==> config.mk <==
export PLATFORM = sky130hd
export DESIGN_NAME = path_sweep_ctrl
export DESIGN_NICKNAME = d
export VERILOG_FILES = /design/src/rtl/path_pkg.sv /design/src/rtl/path_cmp.sv /design/src/rtl/path_sweep_ctrl.sv
export SDC_FILE = /design/constraint.sdc
export NUM_CORES = 1
export LEC_CHECK = 0
export BUFFER_PORTS_ARGS = -buffer_cell sky130_fd_sc_hd__buf_4
export CORE_MARGIN = 5
export CORE_UTILIZATION = 50
export DETAILED_ROUTE_END_ITERATION = 8
export PLACE_DENSITY_LB_ADDON = 0.3
export SLEW_MARGIN = 30
export SYNTH_ARGS = -nofsm -noshare
export SYNTH_HDL_FRONTEND = slang
export SYNTH_HIERARCHICAL = 1
export SYNTH_SLANG_ARGS = --single-unit
==> constraint.sdc <==
create_clock -name clk250 -period 8.7 [get_ports clk250]
set_input_delay 2.61 -clock clk250 [delete_from_list [all_inputs] [get_ports clk250]]
set_output_delay 2.61 -clock clk250 [all_outputs]
set_load 0.05 [all_outputs]
==> src/rtl/path_pkg.sv <==
// Shared definitions for the delay-path sweep controller.
// Latency: none (types and constants only).
// Backpressure: not applicable.
package path_pkg;

    localparam int NPATH_DEF = 8;
    localparam int RES_W_DEF = 32;
    localparam int SEL_W     = 3;

    typedef enum logic [2:0] {
        S_IDLE,
        S_SETTLE,
        S_WAIT_FIN,
        S_CAPTURE,
        S_NEXT,
        S_FINISH
    } sweep_state_t;

endpackage

==> src/rtl/path_cmp.sv <==
// Flags a path whose delay count differs from its golden count by more than TOL.
// Latency: combinational.
// Backpressure: none.
// Ports: result/golden = counts being compared; dev = |result - golden| > TOL.
module path_cmp
    import path_pkg::*;
#(
    parameter int RES_W = RES_W_DEF,
    parameter int TOL   = 2
) (
    input  logic [RES_W-1:0] result,
    input  logic [RES_W-1:0] golden,
    output logic             dev
);

    localparam logic [RES_W:0] TOL_V = (RES_W+1)'(TOL);

    // One extra bit so the subtraction of two full-range counts cannot wrap.
    logic [RES_W:0] abs_diff;

    always_comb begin
        if (result >= golden) begin
            abs_diff = {1'b0, result} - {1'b0, golden};
        end else begin
            abs_diff = {1'b0, golden} - {1'b0, result};
        end
        dev = (abs_diff > TOL_V);
    end

endmodule

==> src/rtl/path_sweep_ctrl.sv <==
// Sweeps the delay-path selector, captures each path's count, calibrates or compares to golden.
// Latency: per path SETTLE_CYC + cycles-until-fin + 2; sweep ends with a one-cycle done.
// Backpressure: waits on path_fin per path; start while busy is dropped (no queuing).
// Ports: clk250/rst_n (async active-low); start+cal launch a sweep; sw_sel drives the selector;
//        path_result/path_fin come back from it; busy/done/flag_mask/trojan_flag/golden_valid report;
//        rd_idx/rd_data give a combinational readout of the last captured counts.
// Optional: define PATH_TIMEOUT_EN to bound the wait for path_fin (adds timeout_err port).
module path_sweep_ctrl
    import path_pkg::*;
#(
    parameter int NPATH      = NPATH_DEF,
    parameter int RES_W      = RES_W_DEF,
    parameter int SETTLE_CYC = 4,
    parameter int TOL        = 2
`ifdef PATH_TIMEOUT_EN
    ,
    parameter int TIMEOUT_CYC = 1000000
`endif
) (
    input  logic                     clk250,
    input  logic                     rst_n,
    input  logic                     start,
    input  logic                     cal,
    output logic [$clog2(NPATH)-1:0] sw_sel,
    input  logic [RES_W-1:0]         path_result,
    input  logic                     path_fin,
    output logic                     busy,
    output logic                     done,
    output logic [NPATH-1:0]         flag_mask,
    output logic                     trojan_flag,
    output logic                     golden_valid,
`ifdef PATH_TIMEOUT_EN
    output logic                     timeout_err,
`endif
    input  logic [$clog2(NPATH)-1:0] rd_idx,
    output logic [RES_W-1:0]         rd_data
);

    localparam int SW = $clog2(NPATH);
    localparam int CW = (SETTLE_CYC > 1) ? $clog2(SETTLE_CYC) : 1;
    localparam logic [CW-1:0] SETTLE_LOAD = CW'(SETTLE_CYC - 1);

    sweep_state_t     state, state_nxt;
    logic [SW-1:0]    idx;
    logic [CW-1:0]    settle_cnt;
    logic             mode_cal;
    logic [RES_W-1:0] cap    [NPATH];
    logic [RES_W-1:0] golden [NPATH];
    logic [RES_W-1:0] cap_val;
    logic             dev;
    logic             to_expire;
    logic             last_path;

    assign last_path = (idx == SW'(NPATH - 1));
    assign sw_sel    = idx;
    assign rd_data   = cap[rd_idx];

`ifdef PATH_TIMEOUT_EN
    localparam int TW = $clog2(TIMEOUT_CYC + 1);
    logic [TW-1:0] to_cnt;
    logic          to_hit;

    // Fires on the TIMEOUT_CYC-th consecutive WAIT_FIN cycle with fin low.
    assign to_expire = (state == S_WAIT_FIN) && !path_fin && (to_cnt == TW'(TIMEOUT_CYC - 1));
    assign cap_val   = to_hit ? '0 : path_result;
`else
    assign to_expire = 1'b0;
    assign cap_val   = path_result;
`endif

    path_cmp #(
        .RES_W (RES_W),
        .TOL   (TOL)
    ) u_cmp (
        .result (cap_val),
        .golden (golden[idx]),
        .dev    (dev)
    );

    always_ff @(posedge clk250 or negedge rst_n) begin
        if (!rst_n) begin
            state <= S_IDLE;
        end else begin
            state <= state_nxt;
        end
    end

    always_comb begin
        state_nxt = state;
        busy      = 1'b0;
        done      = 1'b0;
        case (state)
            S_IDLE: begin
                if (start) state_nxt = S_SETTLE;
            end
            S_SETTLE: begin
                busy = 1'b1;
                // path_fin may still be high from the previous path; it is not looked at here.
                if (settle_cnt == '0) state_nxt = S_WAIT_FIN;
            end
            S_WAIT_FIN: begin
                busy = 1'b1;
                if (path_fin || to_expire) state_nxt = S_CAPTURE;
            end
            S_CAPTURE: begin
                busy      = 1'b1;
                state_nxt = S_NEXT;
            end
            S_NEXT: begin
                busy      = 1'b1;
                state_nxt = last_path ? S_FINISH : S_SETTLE;
            end
            S_FINISH: begin
                done      = 1'b1;
                state_nxt = S_IDLE;
            end
            default: state_nxt = S_IDLE;
        endcase
    end

    always_ff @(posedge clk250 or negedge rst_n) begin
        if (!rst_n) begin
            idx          <= '0;
            settle_cnt   <= '0;
            mode_cal     <= 1'b0;
            flag_mask    <= '0;
            trojan_flag  <= 1'b0;
            golden_valid <= 1'b0;
            for (int i = 0; i < NPATH; i++) begin
                cap[i]    <= '0;
                golden[i] <= '0;
            end
        end else begin
            case (state)
                S_IDLE: begin
                    if (start) begin
                        mode_cal   <= cal;
                        idx        <= '0;
                        settle_cnt <= SETTLE_LOAD;
                        // Only a measurement sweep owns the flags; calibration leaves them alone.
                        if (!cal) begin
                            flag_mask   <= '0;
                            trojan_flag <= 1'b0;
                        end
                    end
                end
                S_SETTLE: begin
                    if (settle_cnt != '0) settle_cnt <= settle_cnt - 1'b1;
                end
                S_CAPTURE: begin
                    cap[idx] <= cap_val;
                    if (mode_cal) begin
                        golden[idx] <= cap_val;
                    end else begin
                        flag_mask[idx] <= dev;
                    end
`ifdef PATH_TIMEOUT_EN
                    if (to_hit) flag_mask[idx] <= 1'b1;
`endif
                end
                S_NEXT: begin
                    if (last_path) begin
                        // Status is updated here so it is already visible while done pulses.
                        if (mode_cal) begin
                            golden_valid <= 1'b1;
                        end else begin
                            trojan_flag <= |flag_mask;
                        end
                    end else begin
                        idx        <= idx + 1'b1;
                        settle_cnt <= SETTLE_LOAD;
                    end
                end
                default: ;
            endcase
        end
    end

`ifdef PATH_TIMEOUT_EN
    always_ff @(posedge clk250 or negedge rst_n) begin
        if (!rst_n) begin
            to_cnt      <= '0;
            to_hit      <= 1'b0;
            timeout_err <= 1'b0;
        end else begin
            case (state)
                S_IDLE: begin
                    if (start) timeout_err <= 1'b0;
                end
                S_SETTLE: begin
                    to_cnt <= '0;
                    to_hit <= 1'b0;
                end
                S_WAIT_FIN: begin
                    to_cnt <= to_cnt + 1'b1;
                    to_hit <= to_expire;
                end
                S_CAPTURE: begin
                    if (to_hit) timeout_err <= 1'b1;
                end
                default: ;
            endcase
        end
    end
`endif

endmodule

After elaboration in Yosys (flattened, before gate mapping) --
Index checks and enable logic that the tools add are counted.
Cells by class: $add $sub $neg 4, order comparisons 7, equality and inequality tests 15, mux-type cells 37, bitwise operators 2, reduce and logical (&&, ||, !) cells 18
Operator list (number):
- $bwmux 256 | 2
- $bmux 32 s3 | 2
- $mux 32 | 5
- $demux 32 s3 | 1
- $sub 32x32->33 | 2
- $gt 33x2->1 const B | 1
- $mux 33 | 1
- $ge 32x32->1 | 1
- $mux 8 | 3
- $mux 3 | 6
- $ne 2x2->1 const B | 9
- $pmux 8 s2 | 1
- $pmux 3 s5 | 1
- $eq 3x3->1 const B | 3
- $reduce_and 3->1 | 3
- $bwmux 8 | 1
- $ge 4x4->1 const B | 2
- $not 3->4 | 2
- $reduce_and 4->1 | 2
- $reduce_or 8->1 | 1
- $mux 1 | 7
- $eq 3x2->1 const B | 2
- $mux 2 | 3
- $pmux 2 s3 | 1
- other kinds (17) | 21
Word-level totals: register bits 531, output and inout port bits 47, word-level logic and storage cells 106

Longest topological paths before layout --
word-level depth 10, depth in mapped cells 24

By module --
The synthesis kept the hierarchy.
By module, submodules not included:
- path_sweep_ctrl | instances 1, cells an instance 1561, area each 24200.7 µm²
- path_cmp | instances 1, cells an instance 603, area each 3927.5 µm²

Worst setup path after synthesis --
No wires, ideal clock.
kind input -> output, start in rd_idx[0], end out rd_data[0], arrival 4033 ps, data required time 6090 ps, slack 2057 ps, stages on the path 4, buffers on the path 2, path through buf_2 > buf_2 > mux4_2 > mux2_2
On the way: word-level cells in the longest chain between the ends 4
RTL lines:
- start: declaration | RTL line path_sweep_ctrl.sv:35 | input logic [$clog2(NPATH)-1:0] rd_idx,
- $not 3->4 (not written as such) | RTL line path_sweep_ctrl.sv:56 | assign rd_data = cap[rd_idx];
- $bmux 32 s3 | RTL line path_sweep_ctrl.sv:56
- $mux 32 (not written as such) (2 in a row) | RTL line path_sweep_ctrl.sv:56
- end: declaration | RTL line path_sweep_ctrl.sv:36 | output logic [RES_W-1:0] rd_data
Every way passes these cells. The select of a mux whose other input is x is not followed.

Worst setup path after layout --
start in rd_idx[0], end out rd_data[14]
The elaborated chain is that of the path after synthesis.

==> run summary <==
The flow ran to the end, and the final reports show no timing, DRC or antenna violations. The global-route total usage across every layer was 23.28%. Summed over all nets, the half-perimeter wirelength after detailed placement is 45340 um.

The post-route worst hold slack was 0.4795 ns; the mean instance size in the synthesized netlist was 13.00 um^2. After synthesis, flip-flops and latches occupy 47.24% of the total area. The analysis attributes to cell leakage a power of 14.59 nW. In the final timing run, aggregate negative setup slack is 0 ns. The fraction of layout instances using a drive strength above 1 works out to 32.73%. The root buffer cell chosen for the clock tree is sky130_fd_sc_hd__clkbuf_16.

In the synthesized netlist the async set-or-reset flop fraction comes to 100.0%. The run gives 0.61 ns as the source-to-sink clock delay at the later pin of the worst-skew pair. The logs give 18080 for the via count and 2.248% for the fraction of met3 tracks used by global routing. Between clock sinks in the finished design, the worst skew comes to 0.02383 ns.

Data on the critical path arrives at its endpoint at 4.54 ns. The number of nets handed over by synthesis was 2273. The number of DRC violations after detailed routing was 0; the die height was 247.2 um.

For the cell area after synthesis, the log shows 0.02813 mm^2. The clock-pin slew on the worst setup and hold paths was 0.06 ns. Setup repair after global routing left no endpoint under its margin.

The number of enable-type register cells in the synthesized netlist is 0, and the remaining number of nets flagged by the antenna check after routing is 0. Among all flip-flop cells after synthesis, the most frequent one is sky130_fd_sc_hd__dfrtp_1. For the first-pass iteration count of the detailed router, the log shows 7. The run gives 87 as the I/O pin count. For the final max-slew violation count, the log shows 0. The worst pin sits at a relative slew slack of 34.94%. Path class of the lowest-slack min-delay path: flop to flop. The tree built by TritonCTS fans out to 531 sinks. The number of fill cells in the layout came out at 4557.

The total overflow reported by the global router was 0; the total number of placement rows was 87. Across the run, the number of max-cap violations was 0. In this run the number of H-tree levels came out at 2. Leading cell type in the layout, fill and taps excluded: sky130_fd_sc_hd__dfrtp_1. The number of hold violations in the final report was 0; the global-route wire length before repair was 111700 um. In this run, distinct cell masters in the synthesized netlist total 92. The slowest stage of the critical path is the sky130_fd_sc_hd__mux4_2 cell. The count of buffers added on input and output ports is 86. The maximum count of clock buffers along a single path is 3.

The share of the clock period used by the worst path after layout was 82.24%; the total power density per cell area was 298.2 mW/mm^2. Synthesis produced 2164 cells. For the initial core utilization, the log shows 50.18%. At the worst endpoint, the required time is 6.09 ns. The initial antenna violation count was 1; the routed wirelength normalized by instance count was 23.69 um. IR analysis of the VDD net gives a maximum drop of 0.2109 mV.

For the count of synthesis-stage warnings from yosys, the log shows 6. TritonCTS built the clock tree. The horizontal extent of the die was 247.2 um; the number of global-route vias before repair was 18890. The maximum net fanout on the critical path came out at 38. The DRC violation total after the first TritonRoute iteration was 1527; the synthesis-stage register bit count was 531. The biggest cell delay along the critical path came out at 0.56 ns. The layer with the highest usage after global routing was met2. Leaving out fill and tap cells, the most frequent cells in the layout are sky130_fd_sc_hd__dfrtp_1 (528), sky130_fd_sc_hd__mux2_2 (391), sky130_fd_sc_hd__mux2_1 (175).

Post-CTS repair changed the size of 0 cells. The number of hold buffers added after CTS was 0. Walking the worst path, the cells encountered are buf_4, buf_12, mux4_2, mux2_2, buf_4. In this run the standard cell core region covers 0.05606 mm^2. The minimum clock period after layout came out at 7.155 ns.

For met2 alone, demand over resource in global routing was 37.59%. Timing would allow up to 0.1398 GHz. The setup slack on the worst flop-to-flop path is 1.85 ns, and the average vias per placed instance is 6.104. The count of final setup violators was 0; the met1 routing resource usage after global routing was 34.30%. Entering global routing, the biggest net connects 180 pins. The logs give 54 for the number of buffers created by CTS and 70170 um for the total routed wirelength. The most prevalent standard cell on the critical path was sky130_fd_sc_hd__buf_4.

The final weighted congestion in routability-driven placement was 0.9250; the final net count was 2274. The path type of the worst setup path was primary input to primary output. The tools report the category of the worst setup path capture point as a primary output. The number of antenna diodes in the final layout is 0. The floorplan die area is 0.06110 mm^2. The tools report the kind of start point of the critical path as a primary input. At the pin with the least slew margin, the transition time is 0.9760 ns. Buffers added to address setup during post-CTS repair amount to 0. The layout overhead on the synthesized area is 10.27%.
[metrics by stage]
step / cell area, um^2 / util (%) / worst slack [ns] / cells / power (mW)
2_1_floorplan: 28130 / - / 2.057 / 2164 / 5.847
3_5_place_dp: 29050 / 51.82 / 1.501 / 2862 / 6.787
4_1_cts: 30930 / 55.18 / 1.502 / 2959 / 9.261
6_report: 31020 / 55.33 / 1.545 / 2962 / 9.248
3_3_place_gp: 29030 / 51.79 / 1.517 / 2862 / 6.722
5_1_grt: 31020 / 55.33 / 1.393 / 2962 / 9.768
[cell usage after synthesis (5+ instances only)]
cell / count / area (um^2)
sky130_fd_sc_hd__buf_6: 6 / 67.56
sky130_fd_sc_hd__a31oi_1: 7 / 43.79
sky130_fd_sc_hd__nor2b_1: 11 / 68.82
sky130_fd_sc_hd__xnor2_1: 9 / 78.83
sky130_fd_sc_hd__dfrtp_1: 531 / 13290
sky130_fd_sc_hd__ha_1: 67 / 838.3
sky130_fd_sc_hd__nor4_1: 7 / 43.79
sky130_fd_sc_hd__buf_4: 32 / 240.2
sky130_fd_sc_hd__a22o_1: 10 / 87.58
sky130_fd_sc_hd__clkbuf_1: 64 / 240.2
sky130_fd_sc_hd__o21ai_0: 72 / 360.4
sky130_fd_sc_hd__nand2_1: 62 / 232.7
sky130_fd_sc_hd__nor3_1: 14 / 70.07
sky130_fd_sc_hd__xor2_1: 21 / 183.9
sky130_fd_sc_hd__and3_1: 6 / 37.54
sky130_fd_sc_hd__nand2b_1: 7 / 43.79
sky130_fd_sc_hd__a32o_1: 10 / 100.1
sky130_fd_sc_hd__nor2_1: 58 / 217.7
sky130_fd_sc_hd__a21o_1: 18 / 135.1
sky130_fd_sc_hd__inv_1: 92 / 345.3
sky130_fd_sc_hd__o21a_1: 5 / 37.54
sky130_fd_sc_hd__nand3_1: 17 / 85.08
sky130_fd_sc_hd__a221oi_1: 8 / 70.07
sky130_fd_sc_hd__nand4_1: 16 / 100.1
sky130_fd_sc_hd__mux2_2: 391 / 4403
sky130_fd_sc_hd__a22oi_1: 19 / 142.6
sky130_fd_sc_hd__buf_8: 9 / 135.1
sky130_fd_sc_hd__o22ai_1: 13 / 81.33
sky130_fd_sc_hd__mux4_2: 92 / 2072
sky130_fd_sc_hd__mux2_1: 175 / 1971
sky130_fd_sc_hd__o21bai_1: 6 / 45.04
sky130_fd_sc_hd__o221ai_1: 6 / 52.55
sky130_fd_sc_hd__buf_2: 51 / 255.2
sky130_fd_sc_hd__a211oi_1: 12 / 90.09
sky130_fd_sc_hd__mux2i_1: 40 / 400.4
sky130_fd_sc_hd__o31ai_1: 6 / 45.04
sky130_fd_sc_hd__nor2_2: 5 / 31.28
sky130_fd_sc_hd__a21oi_1: 98 / 490.5
sky130_fd_sc_hd__and2_1: 5 / 31.28
[routing by layer]
layer | routed length [um] | share of wire (%)
met4 | 1431 | 2.0
met2 | 33200 | 47
met5 | 0 | 0
met3 | 3075 | 4.4
met1 | 32460 | 46
[critical path, delay by kind of cell]
family                 cells  cell delay (ns)
buffers and inverters      3             1.03
multiplexers               2             0.88
[flip-flops by register name, indices dropped and copies added (netlist names)]
signal	flops
cap	256
mode_cal	1
sw_sel	3
golden_valid	1
state	3
golden	256
flag_mask	8
trojan_flag	1
settle_cnt	2
[area by class of cell]
type	count	area, um^2	area share [%]
inverter	92	345.3	1.113
sequential	531	13290	42.86
clock inverter	14	198.9	0.6414
tap	756	945.9	3.050
timing repair buffer	111	938.4	3.026
clock buffer	83	1684	5.430
multi-input combinational	1375	13610	43.88
[worst paths after layout]
path                                start      endpoint  cells after the start
worst max-delay path            rd_idx[0]   rd_data[14]                      5
worst min-delay path              cap[48]       cap[48]                      1
worst max register to register  sw_sel[2]  flag_mask[7]                     18
worst min register to register    cap[48]       cap[48]                      1
max in group asynchronous           rst_n        cap[1]                      4
min in group asynchronous           rst_n   golden[217]                      1
[power breakdown]
group | switching (mW) | internal [mW] | total (mW)
logic | 2.13 | 1.52 | 3.65
registers | 0.259 | 2.90 | 3.16
clock network | 0.964 | 1.47 | 2.44
total | 3.36 | 5.89 | 9.25
[cell families after synthesis]
| family | share of synthesized area (%) |
|---|---|
| mux | 31.58 |
| flops | 47.24 |
| compound gates | 7.807 |
| buf+inv | 4.617 |
| simple gates | 4.702 |
| fa+ha+maj | 3.123 |
| xor+xnor | 0.9342 |
Power figures use the tool's default switching activity.
